`src/rtl/updown_mod_counter.sv`:
```
// Parametrised up/down counter with programmable modulus, parallel load,
// wrap-or-saturate terminal behaviour and a ripple-carry output for cascading.
module updown_mod_counter #(
    parameter int unsigned WIDTH   = 8,
    parameter int unsigned MODULUS = 256
) (
    input  logic             clk,
    input  logic             rst,
    input  logic             en,
    input  logic             mode,
    input  logic             sat,
    input  logic             load,
    input  logic [WIDTH-1:0] data,
    output logic [WIDTH-1:0] count,
    output logic             rco,
    output logic             wrap,
    output logic             at_max,
    output logic             at_zero
);

    localparam int unsigned EXT_W = WIDTH + 1;
    localparam logic [WIDTH-1:0] MAX_VAL = WIDTH'(MODULUS - 1);

    generate
        if (MODULUS < 2 || 64'(MODULUS) > (64'(1) << WIDTH)) begin : g_bad_modulus
            $error("updown_mod_counter: MODULUS must satisfy 2 <= MODULUS <= 2**WIDTH");
        end
    endgenerate

    logic             term;
    logic [WIDTH-1:0] load_val;

    assign at_max  = (count == MAX_VAL);
    assign at_zero = (count == '0);
    assign term    = mode ? at_max : at_zero;
    assign rco     = en & ~load & term;

    // Out-of-range load values clamp to the top of the count range.
    assign load_val = ({1'b0, data} >= EXT_W'(MODULUS)) ? MAX_VAL : data;

    always_ff @(posedge clk) begin
        if (!rst) begin
            count <= '0;
            wrap  <= 1'b0;
        end else begin
            wrap <= 1'b0;
            if (load) begin
                count <= load_val;
            end else if (en) begin
                if (!term) begin
                    count <= mode ? (count + WIDTH'(1)) : (count - WIDTH'(1));
                end else if (!sat) begin
                    count <= mode ? '0 : MAX_VAL;
                    wrap  <= 1'b1;
                end
            end
        end
    end

endmodule
```
`config.mk`:
```
export PLATFORM = sky130hd
export DESIGN_NAME = updown_mod_counter
export DESIGN_NICKNAME = d
export VERILOG_FILES = /design/src/rtl/updown_mod_counter.sv
export SDC_FILE = /design/constraint.sdc
export NUM_CORES = 1
export LEC_CHECK = 0
export CAP_MARGIN = 40
export CORE_MARGIN = 4
export CORE_UTILIZATION = 48
export CTS_CLUSTER_SIZE = 40
export DETAILED_ROUTE_END_ITERATION = 6
export PLACE_DENSITY_LB_ADDON = 0.05
export SETUP_SLACK_MARGIN = 0.02
export SYNTH_ARGS = -nofsm -noshare
export SYNTH_HDL_FRONTEND = slang
export SYNTH_SLANG_ARGS = --single-unit
```
`constraint.sdc`:
```
create_clock -name clk -period 3.69 [get_ports clk]
set_clock_uncertainty 0.05 [all_clocks]
set_input_delay 0.738 -clock clk [delete_from_list [all_inputs] [get_ports clk]]
set_output_delay 0.738 -clock clk [all_outputs]
set_load 0.005 [all_outputs]
```
After elaboration in Yosys (flattened, before gate mapping)

Index checks and enable logic that the tools add are counted.

ROM bits: 0
Register bits after elaboration: 9
Bits in latches: 0
Memory bits (writable): 0
Output and inout port bits: 12
Word-level logic and storage cells: 24
Memories: 0
Input port bits: 14

Div/mod/pow operators: 0
Shifts and indexed selects: 0
Reductions and logical operators: 4
Multipliers: 0
Eq/ne operators: 2
Bitwise logic cells: 6
Add/sub/neg operators: 2
Magnitude comparators: 0
Mux-type cells: 8

Operator list:

| cell                                             | count |
|---|---|
| 2-to-1 mux 8 bit                                 | 6 |
| adder 8 x 1 -> 8 bit, second input constant      | 1 |
| == test 8 bit, second input constant             | 1 |
| logical NOT 8 bit                                | 1 |
| subtractor 8 x 1 -> 8 bit, second input constant | 1 |
| NOT 1 bit                                        | 4 |
| OR reduction 4 bit                               | 1 |
| != test 3 bit, second input constant             | 1 |
| bitwise AND 1 bit                                | 2 |
| 2-to-1 mux 1 bit                                 | 2 |
| AND reduction 2 bit                              | 1 |
| nonzero test 2 bit                               | 1 |

Logic depth before layout (Yosys ltp)

Gate-level depths: netlist of the first run.

Depth in word-level cells: 5
Mapped depth: 7
Depth with buffers taken out: 7

Worst setup path after synthesis of the first run

OpenSTA, ideal clock, no wires.

Path kind: input-to-reg
Start point: in mode
End point: reg count[7]
Arrival: 2337 ps
Slack: 1208 ps
Buffers on the path: 0
Stages on the path: 7
Library setup time: 95 ps
Required time: 3545 ps
Cell sequence: inv_1 -> ha_1 -> o21ai_0 -> nor4b_1 -> a2111oi_4 -> mux2i_1 -> a221oi_1

Cells in the longest elaborated chain, start to end: 5
Elaborated cells on any way between the ends: 9
Classes of those cells: eq/ne: 1; mux: 7; reduce/logical: 1

RTL lines:

| item                 | RTL line | source |
|---|---|---|
| start, declared      | 10       | `input logic mode,` |
| 2-to-1 mux 8 bit     | 53       | `count <= mode ? '0 : MAX_VAL;` |
| 2-to-1 mux 8 bit     | 52       | `end else if (!sat) begin` |
| 2-to-1 mux 8 bit     | 50       | `if (!term) begin` |
| 2-to-1 mux 8 bit     | 49       | `end else if (en) begin` |
| 2-to-1 mux 8 bit     | 47       | `if (load) begin` |
| end signal, assigned | 48       | `count <= load_val;` |
| end signal, assigned | 51       | `count <= mode ? (count + WIDTH'(1)) : (count - WIDTH'(1));` |
| end signal, assigned | 53       |  |
| end, declared        | 14       | `output logic [WIDTH-1:0] count,` |

Parallel ways exist; a longest one is shown, timed or not. The select of a mux whose other input is x is not followed.
A chain may end at the register's enable or synchronous reset.

Worst setup path in the final report of the first run

Start point: in mode
End point: out rco

Cells in the longest elaborated chain, start to end: 2

RTL lines:

| item              | RTL line | source |
|---|---|---|
| 2-to-1 mux 1 bit  | 35       | `assign term = mode ? at_max : at_zero;` |
| bitwise AND 1 bit | 36       | `assign rco = en & ~load & term;` |
| end, declared     | 15       | `output logic rco,` |

No other way between the ends.

==> results of run 1 <==
placed cells by master, fill, tap and decap left out, types with 2 or more instances in the layout:
cell	instances
a211oi_1	5
a211oi_2	2
a21o_1	2
a21oi_1	3
a221oi_1	7
clkbuf_4	3
clkdlybuf4s50_1	25
dfxtp_1	9
ha_1	6
inv_1	9
mux2i_1	4
nand2_1	6
nand4_1	2
nor2_1	10
nor2b_1	2
nor3_4	2
nor4b_1	2
o21ai_0	13
o21bai_1	2
or4_4	2
synthesized netlist by cell type (all sizes together):
cell type	n	share of area, %
nor2b	2	1.5
or4	2	2.8
nor4b	2	2.2
a2111oi	1	3.4
fa	1	2.5
a211oi	7	7.7
o21bai	2	1.9
inv	9	4.2
ha	6	9.3
nand4	2	1.5
mux2i	4	5.0
a21o	2	1.9
a221oi	7	7.6
and2	1	0.77
xor2	1	1.1
nand2	6	2.8
nor3	2	4.0
a21oi	4	3.9
dfxtp	9	22
o21ai	14	9.1
nor2	10	4.6
worst paths after layout:
kind / startpoint / endpoint
worst max-delay path: mode / rco
worst min-delay path: count[6]$_SDFFE_PN0P_ / count[6]$_SDFFE_PN0P_
worst max register to register: count[0]$_SDFFE_PN0P_ / count[6]$_SDFFE_PN0P_
worst min register to register: count[6]$_SDFFE_PN0P_ / count[6]$_SDFFE_PN0P_
cell families after synthesis:
kind of cell             after synthesis
flip-flops                             9
XOR/XNOR                               1
buffers and inverters                  9
AO/OA/AOI/OAI                         37
AND/OR/NAND/NOR                       27
multiplexers                           4
adder cells (fa/ha/maj)                7
metal layers:
metal  track usage, %  share of wire (%)  up-vias
met2            31.74                 49       33
li1                 -                  -      425
met3            1.835                4.1        5
met4            4.484                1.1        0
met5                0                  0        -
met1            20.96                 46      400
worst max-delay path: cells and delay by family:
kind          cells  cell delay (ns)
simple gates      3             0.44
buf+inv           3             1.31
cell type report:
| class | count | area (um^2) | share of cell area (%) |
|---|---|---|---|
| multi-input combinational | 76 | 594.3 | 53.43 |
| timing repair buffer | 26 | 257.7 | 23.17 |
| tap | 16 | 20.02 | 1.800 |
| clock buffer | 4 | 26.28 | 2.362 |
| sequential | 9 | 180.2 | 16.20 |
| inverter | 9 | 33.78 | 3.037 |
stage by stage:
stage               power [mW]  cells  area [um^2]  setup slack [ns]  hold WS [ns]
global route            0.3555    140         1112            0.3071        0.5074
floorplan               0.2032     94        808.3             1.208        0.4451
CTS                     0.3319    140         1112            0.4177        0.4763
finish                  0.3336    140         1112            0.4178        0.4844
detailed placement      0.2586    136         1086            0.3935        0.4681
global placement        0.2550    136         1086            0.4467        0.4568
state kept, by name, indices dropped and copies added, names as in the netlist:
| signal | cells |
|---|---|
| wrap | 1 |
| count | 8 |
power groups by stage:
stage                     sequential, mW  combinational, mW  clock (mW)
after detailed placement           0.121              0.138           0
after global routing               0.121              0.151      0.0837
final                              0.119              0.139      0.0751
after floorplan                    0.119             0.0847           0
after CTS                          0.119              0.139      0.0739
after global placement             0.120              0.135           0
==> results.yml, run 1 <==
worst_setup_path:
  slowest_delay_ns: 0.56
  crit_path_top_delay_cell: "clkdlybuf4s50_1"
  worst-endpoint-required_ns: 2.90
  start_kind: "input port"
  worstPathCellList: "clkdlybuf4s50_1, inv_1, nor3_4, nor2_1, nor2_1, clkdlybuf4s50_1"
  cp-end-kind: "primary output"
  rrSetupSlack_ns: 1.62
  cp_max_fo: 9
  r2r_cells: 6
  cp.arrival_ns: 2.48
  crit_type: "in2out"
floorplan:
  row_count: 14
  die-area_um2: 2404
  fp.dieH_um: 49.04
  die_width_um: 49.04
  io_pins: 26
  coreArea_um2: 1541
  initial_core_util_pct: 52.44
routing:
  drt_wl_total_mm: 2.152
  postRouteAntennaNets: 0
  drcViolationCount: 0
  dr.pass1.iters: 4
  wl_per_cell_um: 15.37
  num_vias: 863
  vias_per_cell: 6.164
  dr.first_iter.drc_count: 24
synth:
  ys_ff_latch: 9
  muxShareOfSynthArea_pct: 4.954
  yosysWarnings: 0
  synth_compound_area_share_pct: 35.45
  synth_area_um2: 808.3
  post_synth_and_or_nand_nor_area_fraction_pct: 20.28
  ys_seq_area_share_pct: 22.29
  syn_nets: 115
  syn_inst: 94
  syn_area_per_cell_um2: 8.599
  synth-xor-area-share_pct: 1.084
  synth_top_family_by_area: "compound AO/OA/AOI/OAI gates"
  synth.distinct_cells: 24
  synthAdderAreaFrac_pct: 11.76
placement:
  place_hpwl_mm: 1.679
  place_congestion: 0.8373
  port_buffers: 25
pwr:
  leakage_nw: 0.4426
  power.net_switching_uw: 113.6
  power_frac_seq_pct: 35.8
  cellInternalPower_uw: 220.0
  power.density_nw_per_um2: 299.9
  pwr-share-clk_pct: 22.5
  p_sw_share_pct: 34.04
  ir_drop_mv: 0.2916
  p_comb_share_pct: 41.7
cts:
  clkTransAtPathRegs_ns: 0.06
  post_cts_buffers: 0
  ctsRootBufferMaster: "clkbuf_4"
  cts_hold_buf: 0
  insertion_delay_ns: 0.26
  cts_made_buffers: 3
  cts_htree_levels: 1
  cts_tree: "yes"
  cts.repair.resized: 0
  clockBufferDepth: 2
  cts.sinks: 9
global_route:
  antenna_found_initial: 0
  grt_pass1_wl_mm: 3.367
  groute.usage.overall_pct: 17.29
  grt-ovfl-total: 0
  grt_pass1_vias: 806
  grt_max_degree: 10
worst_hold_path:
  min_path_type: "reg2reg"
  whs_path_depth: 2
timing:
  fmaxAchievable_ghz: 0.3056
  worst_pin_slew_ns: 0.5119
  setup_viol: 0
  setup_tns_ns: 0
  slew_viol_final: 0
  final.period_utilization_pct: 88.68
  slew_headroom_pct: 65.39
  fin_crit_ns: 3.272
  hold_violations: 0
  rsz0062_at_grt: "no"
final_layout:
  area_delta_synth_final_pct: 37.62
  nNetsFinal: 146
  drive_above_1_share_pct: 10.48
  n_fill_cell: 130
  n_antenna_cell: 0
  utilization_pct: 72.16
outcome:
  status: "finished, final reports clean"
job:
  maxCapViolCount: 0
Note: power is estimated with default switching activity, not from simulation.
==> run 2: changes to the inputs <==
--- a/config.mk
+++ b/config.mk
@@ -6,8 +6,10 @@
 export NUM_CORES = 1
 export LEC_CHECK = 0
 export CAP_MARGIN = 40
+export CELL_PAD_IN_SITES_DETAIL_PLACEMENT = 0
+export CELL_PAD_IN_SITES_GLOBAL_PLACEMENT = 1
 export CORE_MARGIN = 4
-export CORE_UTILIZATION = 48
+export CORE_UTILIZATION = 35
 export CTS_CLUSTER_SIZE = 40
 export DETAILED_ROUTE_END_ITERATION = 6
 export PLACE_DENSITY_LB_ADDON = 0.05
==> results.yml, run 2 (same netlist as run 1, synthesis figures left out) <==
timing:
  final.period_utilization_pct: 89.56
  fin_crit_ns: 3.305
  hold_violations: 0
  slew_viol_final: 0
  setup_viol: 0
  rsz0062_at_grt: "no"
  postLayoutSetupSlackWorst_ns: 0.3854
  slew_headroom_pct: 65.91
  worst_pin_slew_ns: 0.5043
  fmaxAchievable_ghz: 0.3026
  setup_tns_ns: 0
worst_setup_path:
  cp-end-kind: "primary output"
  crit_type: "in2out"
  cp.arrival_ns: 2.52
  crit_path_top_delay_cell: "clkdlybuf4s50_1"
  start_kind: "input port"
  cp_max_fo: 9
  slowest_delay_ns: 0.57
  worst-endpoint-required_ns: 2.90
  worstPathCellList: "clkdlybuf4s50_1, inv_1, nor3_4, nor2_1, nor2_1, clkdlybuf4s50_1"
cts:
  clkTransAtPathRegs_ns: 0.06
  clockBufferDepth: 2
  cts.repair.resized: 0
  insertion_delay_ns: 0.26
  cts_htree_levels: 1
  cts_hold_buf: 0
  ctsRootBufferMaster: "clkbuf_4"
  cts.sinks: 9
  post_cts_buffers: 0
  cts_tree: "yes"
  cts_made_buffers: 3
routing:
  dr.pass1.iters: 4
  drcViolationCount: 0
  dr.first_iter.drc_count: 18
  wl_per_cell_um: 13.69
  drt_wl_total_mm: 2.081
  postRouteAntennaNets: 0
  num_vias: 804
  vias_per_cell: 5.289
pwr:
  power_uw: 332.6
  ir_drop_mv: 0.1659
  power.density_nw_per_um2: 295.1
  leakage_nw: 0.4426
final_layout:
  nNetsFinal: 146
  layout_commonest_cell: "clkdlybuf4s50_1"
  n_antenna_cell: 0
  area_delta_synth_final_pct: 39.47
  largest_reg_flops: 8
  utilization_pct: 50.96
  top_register: "count"
  reg.largest.list: "count (8), wrap (1)"
  fin_area_um2: 1127
  final_cell_mix: "clkdlybuf4s50_1, o21ai_0, nor2_1"
  drive_above_1_share_pct: 10.48
floorplan:
  die-area_um2: 3142
  die_width_um: 56.06
  initial_core_util_pct: 36.54
  coreArea_um2: 2212
  fp.dieH_um: 56.06
  io_pins: 26
  row_count: 17
global_route:
  grt-ovfl-total: 0
  grt_max_degree: 10
  grt_pass1_wl_mm: 3.594
  antenna_found_initial: 0
  groute.usage.overall_pct: 14.16
  grt_pass1_vias: 782
worst_hold_path:
  min_path_type: "reg2reg"
placement:
  place_area_um2: 1101
  port_buffers: 25
  place_congestion: 0.7834
  place_ws_ns: 0.3863
  place_hpwl_mm: 1.696
outcome:
  status: "finished, final reports clean"
job:
  maxCapViolCount: 0
## run 2: where the power goes
part | leakage (nW) | switching [mW] | internal [mW]
combinational | 0.353 | 0.0660 | 0.0729
clock | 0.0150 | 0.0335 | 0.0416
sequential | 0.0749 | 0.0130 | 0.106
total | 0.443 | 0.112 | 0.220
## run 2: per-stage QoR
stage          cells  hold WS [ns]
2_1_floorplan     94        0.4451
3_3_place_gp     148        0.4658
3_5_place_dp     148        0.4679
4_1_cts          152        0.4772
5_1_grt          152        0.5023
6_report         152        0.4729
## run 2: area by class of cell
type	count	area [um^2]
Timing Repair Buffer	26	257.7
Multi-Input combinational cell	76	594.3
Sequential cell	9	180.2
Fill cell	217	1085
Tap cell	28	35.03
Inverter	9	33.78
Clock buffer	4	26.28
## run 2: critical path, delay by kind of cell
kind	cells	cell delay, ns
simple gates	3	0.45
buf+inv	3	1.33
## run 2: path summary, 6_finish.rpt
path,startpoint,depth (start not counted),slack [ns],to
worst max register to register,count[0]$_SDFFE_PN0P_,6,1.62,count[6]$_SDFFE_PN0P_
worst max-delay path,mode,6,0.39,rco
worst min register to register,count[5]$_SDFFE_PN0P_,2,0.47,count[5]$_SDFFE_PN0P_
worst min-delay path,count[5]$_SDFFE_PN0P_,2,0.47,count[5]$_SDFFE_PN0P_
## run 2: layer usage
metal / global-route usage, % / vias up / routed length (um)
li1: - / 421 / -
met1: 19.20 / 361 / 1016
met2: 22.37 / 17 / 965
met3: 2.320 / 5 / 65
met4: 5.085 / 0 / 34
met5: 0 / - / 0
==> patch 1 (settings of run 2) <==
Register the input `mode` before use, without a reset. The logic sees it one clock later. The other inputs are not delayed to match.
--- a/src/rtl/updown_mod_counter.sv
+++ b/src/rtl/updown_mod_counter.sv
@@ -21,6 +21,12 @@
     localparam int unsigned EXT_W = WIDTH + 1;
     localparam logic [WIDTH-1:0] MAX_VAL = WIDTH'(MODULUS - 1);
 
+    logic mode_q;
+
+    always_ff @(posedge clk) begin
+        mode_q <= mode;
+    end
+
     generate
         if (MODULUS < 2 || 64'(MODULUS) > (64'(1) << WIDTH)) begin : g_bad_modulus
             $error("updown_mod_counter: MODULUS must satisfy 2 <= MODULUS <= 2**WIDTH");
@@ -32,7 +38,7 @@
 
     assign at_max  = (count == MAX_VAL);
     assign at_zero = (count == '0);
-    assign term    = mode ? at_max : at_zero;
+    assign term    = mode_q ? at_max : at_zero;
     assign rco     = en & ~load & term;
 
     // Out-of-range load values clamp to the top of the count range.
@@ -48,9 +54,9 @@
                 count <= load_val;
             end else if (en) begin
                 if (!term) begin
-                    count <= mode ? (count + WIDTH'(1)) : (count - WIDTH'(1));
+                    count <= mode_q ? (count + WIDTH'(1)) : (count - WIDTH'(1));
                 end else if (!sat) begin
-                    count <= mode ? '0 : MAX_VAL;
+                    count <= mode_q ? '0 : MAX_VAL;
                     wrap  <= 1'b1;
                 end
             end
Check against the original RTL: not equivalent (a bounded check fails within 4 cycles, from zero or initial values and one cycle with rst low).
==> patch 1 against run 2 <==
Worst setup slack better by 0.29 ns; cell area is 0.78% higher; wire length rose by 8.1%; synthesized cell count rose by 1.1%; largest power group unchanged; area after synthesis up 2.5%; power is 3.4% higher; sequential cell count rose by 1.
==> patch 1: results (changes against run 2) <==
- Max layer used: met3
- Synth cell types: 24 (unchanged)
- CP Max Fanout: 10 (+1)
- Worst r2r src: mode_q
- Antenna violations before repair: 0 (unchanged)
- Synthesized net count: 116 (+0.87%)
- Slowest stage delay, CP: 0.54 ns (-0.03 ns)
- GRT Total Usage: 0.1454 (+0.003792)
- Slowest-stage cell, CP: dfxtp_1
- Placed cell areas: 1114 um^2 (+1.1%)
- Ranking of synthesized cells by area: dfxtp_1, ha_1, o21ai_0, a221oi_1, mux2i_1
- Met3 usage: 0.02759 (+0.004384)
- Dpl cells: 148 (unchanged)
- CTS resizes: 0 (unchanged)
- Final Wtd Congestion: 0.7164 (-8.6%)
- Crit path DAT: 2.22 ns (-0.30 ns)
- Wl on met1: 1.046 mm (+3.0%)
- Initial drt markers: 22 (+4)
- Clock Power: 0.0000738 W (-2%)
- Pleak: 0.4444 nW (+0.40%)
- Seq/Total Area, Yosys: 0.2417 (+0.01878)
- Proportion of layout cells with a drive suffix above 1: 0.09756 (-0.007278)
- GR Util met2: 0.2393 (+0.01557)
- Synth Flop Type: dfxtp_1
- Status: complete, no violations
- Fill cells: 229 (+5.5%)
- Global-route wire length before repair: 3.670 mm (+2.1%)
- Routed len/inst: 14.89 um (+8.8%)
- Largest net degree at the start of global routing: 11 (+1)
- Post-synth top cells: o21ai_0, dfxtp_1, nor2_1
- Vias: 854 (+6.2%)
- Reg2reg path depth: 7 (+1)
- Syn Inst Count: 95 (+1.1%)
- DR WL met2: 1.096 mm (+14%)
- Met3 Wirelength: 105 um (+62%)
- Delay-heaviest family, CP: simple AND/OR/NAND/NOR gates
- Biggest regs: count: 8 flops, mode_q: 1 flops, wrap: 1 flops
- DP Worst Slack: 0.6710 ns (+0.2847 ns)
- Fmax: 0.3321 GHz (+9.7%)
- Vias per cell: 5.656 (+6.9%)
- Sequential power: 0.000132 W (+11%)
- Critical path startpoint: count[0]
- Worst min path class: register to register
- Flop2flop setup slack: 1.24 ns (-0.38 ns)
- Placed wire-length estimate: 1.768 mm (+4.2%)
- Peak VDD IR: 0.1874 mV (+13%)
- Clk root buf: clkbuf_4
- FF-to-FF End: count[7]
- Vias in the first global route: 805 (+2.9%)
- GR Util met1: 0.1917 (-0.0003223)
- Sw Pwr: 0.0001163 W (+3.4%)
- Worst-Margin Slew: 0.5139 ns (+0.009601 ns)
## patch 1: cell count changes after synthesis
cell	delta
dfxtp_1	+1
## patch 1: final cells by class
cell class | count | share of cell area
Sequential cell | 10 | 0.1762
Clock buffer | 3 | 0.01982
Inverter | 9 | 0.02974
Tap cell | 28 | 0.03084
Timing Repair Buffer | 25 | 0.2203
Multi-Input combinational cell | 76 | 0.5231
## patch 1: logic make-up after synthesis
logic type | synth area share
AO/OA/AOI/OAI | 0.3459
AND/OR/NAND/NOR | 0.1979
flip-flops | 0.2417
buffers and inverters | 0.04078
adder cells (fa/ha/maj) | 0.1148
multiplexers | 0.04834
XOR/XNOR | 0.01058
## patch 1: how the worst min path moves through the flow
stage | startpoint | endpoint | slack [ns]
3_3_place_gp | count[3] | count[3] | 0.46
3_5_place_dp | count[6] | count[6] | 0.47
5_1_grt | count[3] | count[3] | 0.50
6_report | count[6] | count[6] | 0.48
4_1_cts | count[6] | count[6] | 0.48
2_1_floorplan | count[6] | count[6] | 0.45
==> patch 2 (settings of run 2) <==
Without the edit above. `WIDTH`: 8 -> 10.
--- a/src/rtl/updown_mod_counter.sv
+++ b/src/rtl/updown_mod_counter.sv
@@ -1,7 +1,7 @@
 // Parametrised up/down counter with programmable modulus, parallel load,
 // wrap-or-saturate terminal behaviour and a ripple-carry output for cascading.
 module updown_mod_counter #(
-    parameter int unsigned WIDTH   = 8,
+    parameter int unsigned WIDTH   = 10,
     parameter int unsigned MODULUS = 256
 ) (
     input  logic             clk,
Ports: changed (resized count and data); port bits go from 26 to 30. No check against the original RTL was run, so the function may have changed too.
==> patch 2 against run 2 <==
Sequential cell count increased by 2; cell area increased by 25%; worst setup slack improved by 0.072 ns; power increased by 28%; area after synthesis increased by 33%; wire length increased by 57%; fmax increased by 2.2%; synthesized cell count increased by 40%; critical path type unchanged.
==> patch 2: results (changes against run 2) <==
- Worst Setup EP: rco
- Max Root-Sink Buffers: 2 (unchanged)
- Critical path startpoint: mode
- Sum of negative setup slack: 0 ns (unchanged)
- Syn. warnings: 0 (unchanged)
- Flop2flop setup slack: 1.47 ns (-0.15 ns)
- Peak VDD IR: 0.1759 mV (+6.0%)
- Dpl cells: 188 (+27%)
- Hold endpoint: count[1]
- Worst r2r src: count[0]
- CTS clk-pin slew, worst paths: 0.08 ns (+0.02 ns)
- Met3 usage: 0.05861 (+0.03541)
- CP Max Fanout: 7 (-2)
- Synth Flop Type: dfxtp_1
- Synthesized net count: 157 (+37%)
- Antenna violations before repair: 0 (unchanged)
- Post-synth ARST share: 0 (unchanged)
- GR Util met1: 0.2242 (+0.03224)
- DP Worst Slack: 0.4071 ns (+0.02078 ns)
- Biggest regs: count: 10 flops, wrap: 1 flops
- GRT Total Usage: 0.1695 (+0.02792)
- H-tree depth: 1 (unchanged)
- Slowest-stage cell, CP: clkdlybuf4s50_1
- CTS resizes: 0 (unchanged)
- Global-route wire length before repair: 5.395 mm (+50%)
- Synth cell types: 46 (+92%)
- Latest clock arrival within the worst-skew pair: 0.28 ns (+0.02 ns)
- Number of I/O port buffers: 29 (+16%)
- Clk root buf: clkbuf_4
- Hold_sp: count[1]
- GR Util met2: 0.2555 (+0.03183)
- Slowest stage delay, CP: 0.54 ns (-0.03 ns)
- Placed cell areas: 1384 um^2 (+26%)
- Initial drt markers: 63 (+45)
- Seq/Total Area, Yosys: 0.2042 (-0.01873)
- Pleak: 0.5684 nW (+28%)
- Final Wtd Congestion: 0.7979 (+1.9%)
- Largest net degree at the start of global routing: 18 (+8)
- Status: complete, no violations
- Ranking of synthesized cells by area: dfxtp_1, ha_1, o21a_1, a21oi_1, nand2_1
- WHS: 0.5133 ns (+0.04043 ns)
- Worst min path class: register to register
- FF-to-FF End: count[8]
- Routed len/inst: 17.01 um (+24%)
- Proportion of layout cells with a drive suffix above 1: 0.1180 (+0.01317)
- Worst-Margin Slew: 0.5969 ns (+0.09262 ns)
- Vias: 1,136 (+41%)
- Vias per cell: 5.917 (+12%)
- Synthesized area per cell: 8.171 um^2 (-5.0%)
- Placed wire-length estimate: 2.538 mm (+50%)
- First drt pass iteration count: 4 (unchanged)
- Period utilisation layout: 0.8760 (-0.01956)
- Reg2reg path depth: 7 (+1)
- Post-synth top cells: nand2_1, dfxtp_1, a21oi_1
[patch 2: area by class of cell]
type | count | area, um^2
Inverter | 3 | 11.26
Timing Repair Buffer | 31 | 305.3
Fill cell | 305 | 1443
Clock buffer | 4 | 26.28
Multi-Input combinational cell | 112 | 808.3
Tap cell | 31 | 38.79
Sequential cell | 11 | 220.2
[patch 2: per-layer routing]
layer  wire (um)  share of wire
met1        1614           0.49
met2        1446           0.44
met3         153          0.047
met4          51          0.016
met5           0              0
[patch 2: logic make-up after synthesis]
family / after synthesis / synth area share
and+or+nand+nor: 54 / 0.2866
muxes: 2 / 0.01856
DFF: 11 / 0.2042
adders and majority gates: 9 / 0.1114
xor gates and xnor gates: 2 / 0.01624
AOI/OAI and AO/OA: 45 / 0.3167
buffers and inverters: 9 / 0.04640
[patch 2: power breakdown]
part	switching, W	total [W]	internal, W	leakage, nW
registers	0.0000176	0.000148	0.000131	0.0915
clock network	0.0000477	0.0000897	0.0000420	0.0150
logic	0.0000906	0.000188	0.0000975	0.462
